## config.mk

```make
export PLATFORM = sky130hd
export DESIGN_NAME = fetch_prefetch
export DESIGN_NICKNAME = d
export VERILOG_FILES = /design/src/rtl/fetch_pkg.sv /design/src/rtl/fetch_fifo.sv /design/src/rtl/fetch_prefetch.sv
export SDC_FILE = /design/constraint.sdc
export NUM_CORES = 1
export LEC_CHECK = 0
export ABC_AREA = 1
export CAP_MARGIN = 20
export CORE_MARGIN = 5
export CORE_UTILIZATION = 45
export DETAILED_ROUTE_END_ITERATION = 6
export MAX_ROUTING_LAYER = met4
export PLACE_DENSITY = 0.69
export SYNTH_ARGS = -nofsm -noshare
export SYNTH_HDL_FRONTEND = slang
export SYNTH_SLANG_ARGS = --single-unit
```

## constraint.sdc

```tcl
create_clock -name clk -period 4.1 [get_ports clk]
set_clock_uncertainty 0.2 [all_clocks]
set_input_delay 0.615 -clock clk [delete_from_list [all_inputs] [get_ports clk]]
set_output_delay 0.615 -clock clk [all_outputs]
set_load 0.01 [all_outputs]
```

## src/rtl/fetch_pkg.sv

```systemverilog
// Shared definitions for the instruction prefetch unit.
//   RESET_PC_DEFAULT : default first fetch address after reset
//   ACC_WORD         : memory access size code for a 32-bit word
//   fetch_entry_t    : prefetch buffer entry {pc, instr} at default widths
package fetch_pkg;

  localparam int unsigned PC_W_DEFAULT    = 32;
  localparam int unsigned INSTR_W_DEFAULT = 32;

  localparam logic [PC_W_DEFAULT-1:0] RESET_PC_DEFAULT = 32'h8002_0000;
  localparam logic [1:0]              ACC_WORD         = 2'b00;

  typedef struct packed {
    logic [PC_W_DEFAULT-1:0]    pc;
    logic [INSTR_W_DEFAULT-1:0] instr;
  } fetch_entry_t;

endpackage

```

## src/rtl/fetch_fifo.sv

```systemverilog
// Synchronous FIFO with single-cycle flush and occupancy count.
//   clk, rst_n          : clock, async active-low reset
//   flush               : empty the FIFO (overrides push/pop)
//   push, push_data     : write an entry (caller guarantees not full)
//   pop                 : remove the head entry (ignored when empty)
//   pop_data            : current head entry
//   count               : number of stored entries (0..DEPTH)
module fetch_fifo #(
  parameter int unsigned WIDTH = 64,
  parameter int unsigned DEPTH = 4,
  localparam int unsigned PTR_W = $clog2(DEPTH),
  localparam int unsigned CNT_W = PTR_W + 1
) (
  input  logic             clk,
  input  logic             rst_n,
  input  logic             flush,
  input  logic             push,
  input  logic [WIDTH-1:0] push_data,
  input  logic             pop,
  output logic [WIDTH-1:0] pop_data,
  output logic [CNT_W-1:0] count
);

  logic [WIDTH-1:0] storage [DEPTH];
  logic [PTR_W-1:0] wr_ptr;
  logic [PTR_W-1:0] rd_ptr;
  logic             pop_eff;

  assign pop_eff  = pop && (count != '0);
  assign pop_data = storage[rd_ptr];

  // Data array carries no reset; validity is tracked by count.
  always_ff @(posedge clk) begin
    if (push && !flush) begin
      storage[wr_ptr] <= push_data;
    end
  end

  // Pointers wrap naturally since DEPTH is a power of two.
  always_ff @(posedge clk or negedge rst_n) begin
    if (!rst_n) begin
      wr_ptr <= '0;
      rd_ptr <= '0;
      count  <= '0;
    end else if (flush) begin
      wr_ptr <= '0;
      rd_ptr <= '0;
      count  <= '0;
    end else begin
      if (push) begin
        wr_ptr <= wr_ptr + PTR_W'(1);
      end
      if (pop_eff) begin
        rd_ptr <= rd_ptr + PTR_W'(1);
      end
      count <= count + CNT_W'(push) - CNT_W'(pop_eff);
    end
  end

endmodule

```

## src/rtl/fetch_prefetch.sv

```systemverilog
// Instruction prefetch unit: issues sequential word fetches, buffers the
// in-order responses and presents them to decode; redirects flush the buffer
// and discard responses still in flight. DEPTH must be a power of 2, >= 2.
//   clk, rst_n                    : clock, async active-low reset
//   stall                         : decode cannot take the head this cycle
//   redirect, redirect_addr       : jump/taken branch and its target
//   mem_req, mem_addr, mem_ready  : fetch request handshake
//   mem_rvalid, mem_rdata         : in-order read response
//   rw, acc_size                  : constant read / word access
//   inst_valid, inst_data, inst_pc: buffer head presented to decode
module fetch_prefetch
  import fetch_pkg::*;
#(
  parameter int unsigned        ADDR_W   = 32,
  parameter int unsigned        INSTR_W  = 32,
  parameter logic [ADDR_W-1:0]  RESET_PC = ADDR_W'(RESET_PC_DEFAULT),
  parameter int unsigned        DEPTH    = 4
) (
  input  logic               clk,
  input  logic               rst_n,
  input  logic               stall,
  input  logic               redirect,
  input  logic [ADDR_W-1:0]  redirect_addr,
  output logic               mem_req,
  output logic [ADDR_W-1:0]  mem_addr,
  input  logic               mem_ready,
  input  logic               mem_rvalid,
  input  logic [INSTR_W-1:0] mem_rdata,
  output logic               rw,
  output logic [1:0]         acc_size,
  output logic               inst_valid,
  output logic [INSTR_W-1:0] inst_data,
  output logic [ADDR_W-1:0]  inst_pc
);

  localparam int unsigned CNT_W   = $clog2(DEPTH) + 1;
  localparam int unsigned ENTRY_W = ADDR_W + INSTR_W;

  logic [ADDR_W-1:0]  fetch_pc;
  logic [ADDR_W-1:0]  resp_pc;
  logic [CNT_W-1:0]   inflight;
  logic [CNT_W-1:0]   drop_cnt;
  logic [CNT_W-1:0]   count;
  logic [CNT_W:0]     credit_used;
  logic [ADDR_W-1:0]  target_pc;
  logic               accept;
  logic               push;
  logic               drop;
  logic               pop;
  logic [ENTRY_W-1:0] head;
  logic               unused_addr_bits;

  assign target_pc        = {redirect_addr[ADDR_W-1:2], 2'b00};
  assign unused_addr_bits = ^redirect_addr[1:0];

  // Credit: every outstanding request owns a buffer slot, so a push never
  // finds the buffer full.
  assign credit_used = {1'b0, inflight} + {1'b0, count};
  assign mem_req     = !redirect && (credit_used < (CNT_W+1)'(DEPTH));
  assign mem_addr    = fetch_pc;
  assign accept      = mem_req && mem_ready;

  // A response arriving with a redirect belongs to the old stream.
  assign drop = mem_rvalid && !redirect && (drop_cnt != '0);
  assign push = mem_rvalid && !redirect && (drop_cnt == '0);
  assign pop  = inst_valid && !stall && !redirect;

  assign rw       = 1'b0;
  assign acc_size = ACC_WORD;

  // Fetch and response PCs.
  always_ff @(posedge clk or negedge rst_n) begin
    if (!rst_n) begin
      fetch_pc <= RESET_PC;
      resp_pc  <= RESET_PC;
    end else if (redirect) begin
      fetch_pc <= target_pc;
      resp_pc  <= target_pc;
    end else begin
      if (accept) begin
        fetch_pc <= fetch_pc + ADDR_W'(4);
      end
      if (push) begin
        resp_pc <= resp_pc + ADDR_W'(4);
      end
    end
  end

  // Outstanding requests and stale responses still to be discarded.
  always_ff @(posedge clk or negedge rst_n) begin
    if (!rst_n) begin
      inflight <= '0;
      drop_cnt <= '0;
    end else begin
      inflight <= inflight + CNT_W'(accept) - CNT_W'(mem_rvalid);
      if (redirect) begin
        drop_cnt <= inflight - CNT_W'(mem_rvalid);
      end else if (drop) begin
        drop_cnt <= drop_cnt - CNT_W'(1);
      end
    end
  end

  fetch_fifo #(
    .WIDTH (ENTRY_W),
    .DEPTH (DEPTH)
  ) u_fifo (
    .clk       (clk),
    .rst_n     (rst_n),
    .flush     (redirect),
    .push      (push),
    .push_data ({resp_pc, mem_rdata}),
    .pop       (pop),
    .pop_data  (head),
    .count     (count)
  );

  assign inst_valid = (count != '0);
  assign inst_pc    = head[ENTRY_W-1:INSTR_W];
  assign inst_data  = head[INSTR_W-1:0];

endmodule

```

* Word level (Yosys, flattened, before mapping)
Memory sizes are Yosys's and may differ from the RTL's.
Cells that the tools add are included.
** Word-level totals
- Memories kept :: 1
- Bits of input ports :: 70
- Memory bits (writable) :: 256
- Logic and storage cells :: 51
- Output and inout port bits :: 101
- Bits in registers :: 77
** Memories
- u_fifo.storage :: words 4, bits a word 64, read ports 1, clocked after memory_dff 0, wr ports 1, RTL line fetch_fifo.sv:24 : logic [WIDTH-1:0] storage [DEPTH];
** Operators by class
- Reduce and logical (&&, ||, !) cells :: 18
- Muxes and demuxes :: 13
- $add $sub $neg :: 11
- Order comparisons :: 1
** Operator list (number)
- $mux 32 :: 4
- $add 32x3->32 const B :: 2
- $logic_and 1x1->1 :: 9
- $mux 3 :: 3
- $sub 3x1->3 :: 3
- $mux 2 :: 4
- $reduce_bool 2->1 :: 4
- $add 3x1->3 :: 2
- $reduce_bool 3->1 :: 2
- $add 2x1->2 const B :: 2
- $add 3x3->4 :: 1
- $lt 4x3->1 const B :: 1
- $logic_not 3->1 :: 1
- $sub 3x1->3 const B :: 1
- $logic_not 1->1 :: 2
- $mux 1 :: 2

* Longest topological paths before layout
Gate-level depths: netlist of the first run.
- Depth in word-level cells :: 6
- Mapped depth :: 12
- Depth with buffers taken out :: 11

* Modules after synthesis
A second synthesis of the first run with hierarchy kept.
** Second synthesis, totals
- Cells, all modules :: 1390
- Area total of the unflattened synthesis :: 14871.8 µm²
** Modules (own cells, without submodules)
- fetch_fifo :: area each 10147.2 µm², cells each 677, times used 1, seq. area each 7862.5 µm²
- fetch_prefetch :: area each 4724.5 µm², cells each 713, times used 1, seq. area each 1656.6 µm²

* Worst setup path after synthesis of the first run
OpenSTA, ideal clock, no wires.
- Path kind :: input port to flip-flop
- Start point :: input mem_rvalid
- End point :: memory u_fifo.storage[0][0], enable pin
- Arrival :: 3.563 ns
- Setup slack :: -0.145 ns
- Stages :: 4
- Required time :: 3.418 ns
- Library setup time :: 0.482 ns
- Path buffers :: 0
- Path through :: inv_1 > nor2_4 > nand2_2 > nor2_1
** On the way
- Cells in the longest elaborated chain, start to end :: 5
** Ends and longest elaborated chain
- from (decl) :: RTL line fetch_prefetch.sv:27 : input logic mem_rvalid,
- $logic_and 1x1->1 (2 in series) :: RTL line fetch_prefetch.sv:65 : assign push = mem_rvalid && !redirect && (drop_cnt == '0);
- $logic_and 1x1->1 :: RTL line fetch_fifo.sv:34 : if (push && !flush) begin
- $mux 1 :: RTL line fetch_fifo.sv:34
- $mux 1 (implied by the code) :: RTL line fetch_fifo.sv:35 : storage[wr_ptr] <= push_data;
- to (decl) :: RTL line fetch_fifo.sv:24
No other way between the ends.

* Worst setup path after layout of the first run
- Start point :: register u_fifo.rd_ptr[1]
- End point :: output inst_pc[9]
** On the way
- Cells in the longest elaborated chain, start to end :: 1
** Ends and longest elaborated chain
- from (decl) :: RTL line fetch_fifo.sv:26 : logic [PTR_W-1:0] rd_ptr;
- from (signal assigned) :: RTL line fetch_fifo.sv:54 : rd_ptr <= rd_ptr + PTR_W'(1);
- $mem_v2 4x64
- to (decl) :: RTL line fetch_prefetch.sv:33 : output logic [ADDR_W-1:0] inst_pc
No other way between the ends.

==> results of run 1 <==
==> where the power goes <==
group          internal (uW)  switching, uW  total (uW)
sequential              3820            311        4130
clock                   1880           1220        3090
combinational           1170           1470        2640
total                   6860           3000        9860
==> synth_stat cells, types with 5 or more instances <==
library cell / instances
o22ai_1: 62
inv_2: 5
a21oi_1: 7
inv_1: 119
xor2_1: 17
buf_4: 11
o211ai_1: 11
dfrtp_1: 69
nand2_2: 6
buf_2: 11
edfxtp_1: 248
nor2_4: 6
nor2_1: 216
nor2_2: 6
ha_1: 16
o21ai_0: 166
clkbuf_1: 36
nand2_1: 293
nand3_1: 66
==> sequential cells by signal, indices dropped and copies added, names as in the netlist <==
register        cells
drop_cnt            3
inflight            3
mem_addr           30
resp_pc            30
u_fifo.count        3
u_fifo.rd_ptr       2
u_fifo.storage    248
u_fifo.wr_ptr       2
==> logic make-up (layout without fill, tap and decap cells) <==
kind of cell | Yosys count | after routing
AND/OR/NAND/NOR | 604 | 604
flip-flops | 321 | 321
AO/OA/AOI/OAI | 255 | 255
buffers and inverters | 184 | 363
XOR/XNOR | 21 | 21
adder cells (fa/ha/maj) | 18 | 18
other | 1 | 7
==> worst max-delay path: stages, from the launching register on <==
cell	delay (ns)
dfrtp_2	0.39
inv_1	0.57
buf_4	0.34
o21ai_0	0.11
o22ai_1	0.21
clkdlybuf4s50_1	0.59
==> metrics by stage <==
stage                     cells  worst slack [ns]  hold WS (ns)  instance area (um^2)  util [%]
final                      1991             0.551        0.0294                 17600      55.8
after global routing       1991             0.387        0.0858                 17600      55.8
after CTS                  1991             0.474        0.0388                 17600      55.8
after detailed placement   1931             0.667         0.308                 16400      52.2
after global placement     1931             0.647         0.293                 16400      52.2
after floorplan            1410            -0.145         0.119                 14400         -
==> placed cells by master, fill, tap and decap left out, types with 7 or more instances in the layout <==
| cell | instances |
|---|---|
| nor2_1 | 212 |
| o21ai_0 | 166 |
| a21oi_1 | 7 |
| o22ai_1 | 62 |
| conb_1 | 7 |
| ha_1 | 16 |
| clkinv_1 | 7 |
| buf_4 | 10 |
| dfrtp_1 | 67 |
| clkbuf_16 | 35 |
| edfxtp_1 | 248 |
| nand2_1 | 293 |
| inv_1 | 119 |
| o211ai_1 | 11 |
| xor2_1 | 17 |
| nand3_1 | 66 |
| buf_12 | 8 |
| nor2_4 | 10 |
| clkdlybuf4s50_1 | 160 |
==> area by class of cell <==
| type | instances | share of cell area [%] |
|---|---|---|
| Inverter | 124 | 2.66 |
| Tap cell | 402 | 2.86 |
| Sequential cell | 321 | 52.8 |
| Timing Repair Buffer | 179 | 10.5 |
| Clock inverter | 22 | 1.39 |
| Multi-Input combinational cell | 905 | 24.7 |
| Clock buffer | 38 | 5.05 |
==> final timing paths <==
check                            startpoint          endpoint  slack (ns)
min                                   rst_n      mem_addr[24]        0.03
max                        u_fifo.rd_ptr[1]        inst_pc[9]        0.55
min reg2reg                     inflight[1]       inflight[2]        0.31
min in group clk                inflight[1]       inflight[2]        0.31
max reg2reg                     drop_cnt[0]   u_fifo.count[2]        1.23
max in group asynchronous             rst_n  u_fifo.rd_ptr[0]        2.96
==> layer usage <==
layer	share of wire (%)	wire, um	track usage, %	up-vias
met5	0	0	-	-
li1	-	-	-	5090
met3	6.2	2090	3.11	48
met1	45	15200	26.2	4961
met2	47	15900	31.1	303
met4	1.7	560	4.06	0
==> flow_summary.toml, run 1 <==
[sta]
max_freq_ghz = 0.282
relSlewSlack_pct = 42.7
setup_viol_count_final = 0
tightest_slew_ns = 0.860
finalMaxSlewViolations = 0
hold_viol = 0
post-route-period-util_pct = 86.5
min_period_ns = 3.55
rsz0062_at_grt = "false"
setup_tns_ns = 0

[floorplanning]
fp.dieH_um = 188
rows = 65
initial_core_util_pct = 45.5
boundaryPins = 171
design.core.area_um2 = 31500
die_area_um2 = 35500
die_width_um = 188

[critical_path]
endpoint_kind = "primary output"
crit_fanout = 21
start_kind = "flip-flop"
crit_type = "flip-flop to primary output"
cp.required_ns = 3.28
worstRegToRegCells = 11
critPathArrivalTime_ns = 2.73

[synth]
synthFlopType = "edfxtp_1"
synth_compound_area_share_pct = 9.72
yosys.area_share.simple_pct = 17.3
synth_largest_area_cell = "edfxtp_1"
seq_area_frac_synth_pct = 64.8
synthesis.instances = 1404
yosysWarnings = 0
synth.area.mux_share_pct = 0
synthArstFlopShare_pct = 22.7
synthDistinctLibCells = 36
yosys.area_share.adder_pct = 1.68
ys_ff_latch = 321
yosysTopAreaCellShare_pct = 52.0
ys_top_cells_by_area = "edfxtp_1 (52%), dfrtp_1 (12%), nand2_1 (7.7%), o21ai_0 (5.8%), nor2_1 (5.7%)"
synth_top_family_by_area = "simple AND/OR/NAND/NOR gates"
synth-xor-area-share_pct = 1.28
syn_avg_cell_area_um2 = 10.2
synth-edff-count = 248
syn_area_um2 = 14300

[layout]
insertedDiodeCount = 0
drive_above_1_share_pct = 6.61
nNetsFinal = 1654
area_growth_pct = 22.7
regArea_um2 = 9280
num-fill-cells = 2652
multiInputGateArea_um2 = 4350

[routing]
firstDrtPassIters = 5
vias_per_cell = 5.22
first_iter_violations = 561
post_drt_wl_per_cell_um = 16.9
drc = 0
ant_nets = 0
dr_total_vias = 10402
wl_um = 33700

[cts]
cts_hold_buf = 0
clockBufferDepth = 3
htreeDepth = 2
cts_made_buffers = 35
cts.sinks = 321
cts_resized = 0
clk_latency_ns = 0.51
path_clk_slew_ns = 0.06
postCtsSetupRepairBufs = 0
cts_tree = "done"
clock-root-buffer = "clkbuf_16"

[place]
portBuffers = 161
hpwl_um = 21600
gp_congestion = 0.840

[job]
maxCapViolations = 0

[power_and_ir_drop]
power.leakage_uw = 0.00669
power.density_nw_per_um2 = 561
finalPower_uw = 9860
ir_worst_vdd_mv = 0.246

[global_route]
track_usage_pct = 19.3
grt_pass1_vias = 10266
antenna_found_initial = 0
grt_max_degree = 125
grt_pass1_wl_um = 53700
grt-ovfl-total = 0

[hold_path]
hp-class = "input pin to async pin"

[status]
status = "finished, final reports clean"
No activity file was read; power rests on OpenSTA's default activity.
==> run 2, diff against run 1 <==
Settings changed: CORE_UTILIZATION 45 to 34, PLACE_DENSITY 0.69 to default.
==> run 2 against run 1 <==
  * Worst setup slack lost 0.10 ns
  * Critical endpoint is now inst_data[7]
  * Largest power group unchanged
  * Utilization fell by 13 points
  * Highest routed layer unchanged
  * Cell count up 7.1%
  * Critical path type unchanged
  * First-iteration DRC count up 13%
  * Sequential power is essentially flat
  * Worst hold slack improved by 0.29 ns
==> flow_summary.toml, run 2 (synthesized netlist as in run 1, its figures left out) <==
[status]
status = "finished, final reports clean"

[sta]
post-route-period-util_pct = 89.0
rsz0062_at_grt = "false"
tightest_slew_ns = 0.883
relSlewSlack_pct = 41.1
min_period_ns = 3.65
setup_viol_count_final = 0
finalMaxSlewViolations = 0
hold_viol = 0
max_freq_ghz = 0.274

[global_route]
grt-ovfl-total = 0
grtUsageMet3_pct = 3.15
gr-usage-met1_pct = 20.7
grt_max_degree = 125
grt_pass1_wl_um = 56300
grt_most_used_layer = "met2"
track_usage_pct = 15.6
grt_pass1_vias = 10276
use_met2_pct = 25.0
antenna_found_initial = 0

[power_and_ir_drop]
ir_worst_vdd_mv = 0.390
finalPower_uw = 10000
power.density_nw_per_um2 = 562
power.leakage_uw = 0.00671

[cts]
cts.sinks = 321
cts_tree = "done"
clk_latency_ns = 0.54
cts_hold_buf = 1
htreeDepth = 2
path_clk_slew_ns = 0.06
postCtsSetupRepairBufs = 0
clockBufferDepth = 3
cts_made_buffers = 36
cts_resized = 0
clock-root-buffer = "clkbuf_16"

[critical_path]
crit_slowest_cell = "clkdlybuf4s50_1"
crit_fanout = 44
critPathArrivalTime_ns = 2.83
cpPeakStageDelay_ns = 0.57
cp_top_family = "buffers and inverters"
start_kind = "flip-flop"
cp.depth = 5
cp.required_ns = 3.28
worstRegToRegCells = 11
cp_cell_sequence = "clkinv_2, buf_4, o21ai_0, o22ai_1, clkdlybuf4s50_1"
endpoint_kind = "primary output"
crit_type = "flip-flop to primary output"
cp_num_buf_inv = 3

[routing]
firstDrtPassIters = 5
ant_nets = 0
vias_per_cell = 4.91
wl_um = 35900
dr_total_vias = 10478
post_drt_wl_per_cell_um = 16.8
drc = 0
first_iter_violations = 635

[layout]
final_common_cell = "nand2_1"
finalNonFillerCells = 2132
num-fill-cells = 3934
drive_above_1_share_pct = 6.72
nNetsFinal = 1654
final_cell_mix = "nand2_1 (293), edfxtp_1 (248), nor2_1 (212), o21ai_0 (166), clkdlybuf4s50_1 (160)"
largest_reg_flops = 248
top_register = "u_fifo.storage"
finish.instance_area_um2 = 17800
area_growth_pct = 24.3
insertedDiodeCount = 0

[floorplanning]
die_area_um2 = 46300
boundaryPins = 171
fp.dieH_um = 215
design.core.area_um2 = 41900
initial_core_util_pct = 34.2
rows = 75
die_width_um = 215

[place]
placed_cells = 2066
portBuffers = 161
place_area_um2 = 16600
gp_congestion = 0.826
hpwl_um = 22800

[hold_path]
hp-class = "flip-flop to flip-flop"
min_path_cells = 1

[job]
maxCapViolations = 0
## run 2: cell type report
class                   instances  area (um^2)  area share [%]
flip-flops and latches        321         9280            52.1
multi-input cells             905         4350            24.4
repair buffers                178         1850            10.4
clock buffers                  41          941            5.28
well taps                     539          674            3.79
inverters                     124          467            2.62
clock inverters                24          243            1.36
## run 2: worst register-to-register path: stages (launching register included)
cell and delay [ns]:
dfrtp_1 0.36, inv_1 0.11, ha_1 0.15, nand2_1 0.10
nor2_4 0.20, nand2_2 0.25, inv_1 0.70, ha_1 0.28
inv_1 0.05, fa_1 0.37, o21ai_0 0.17, a21oi_1 0.06
## run 2: worst paths after layout
kind / start / end / slack, ns
worst max-delay path: u_fifo.rd_ptr[0] / inst_data[7] / 0.45
worst min-delay path: inflight[1] / inflight[2] / 0.32
worst min register to register: inflight[1] / inflight[2] / 0.32
worst max register to register: drop_cnt[0] / u_fifo.count[2] / 0.96
min in group asynchronous: rst_n / mem_addr[28] / 0.49
max in group asynchronous: rst_n / resp_pc[17] / 2.39
## run 2: metrics by stage
stage	util, %	setup WS, ns	TNS (ns)	hold slack (ns)
5_1_grt	42.6	0.243	0	0.331
6_report	42.6	0.451	0	0.318
2_1_floorplan	-	-0.145	-35.93	0.119
3_3_place_gp	39.7	0.370	0	0.290
4_1_cts	42.6	0.399	0	0.314
3_5_place_dp	39.7	0.364	0	0.306
## run 2: report_power, final
part / internal (uW) / switching [uW] / leakage [uW]
sequential: 3820 / 314 / 0.00312
clock: 1920 / 1300 / 0.000575
combinational: 1170 / 1500 / 0.00302
## run 2: layer usage
| layer | vias up | routed length (um) |
|---|---|---|
| li1 | 5090 | - |
| met1 | 4997 | 16100 |
| met5 | - | 0 |
| met3 | 66 | 2100 |
| met4 | 0 | 739 |
| met2 | 325 | 16900 |
==> run 3, diff against run 2 <==
Settings changed: GPL_ROUTABILITY_DRIVEN from default to 0.
==> results of run 3 <==
Same layout as run 2: the final DEF is identical, and so are final timing and power.
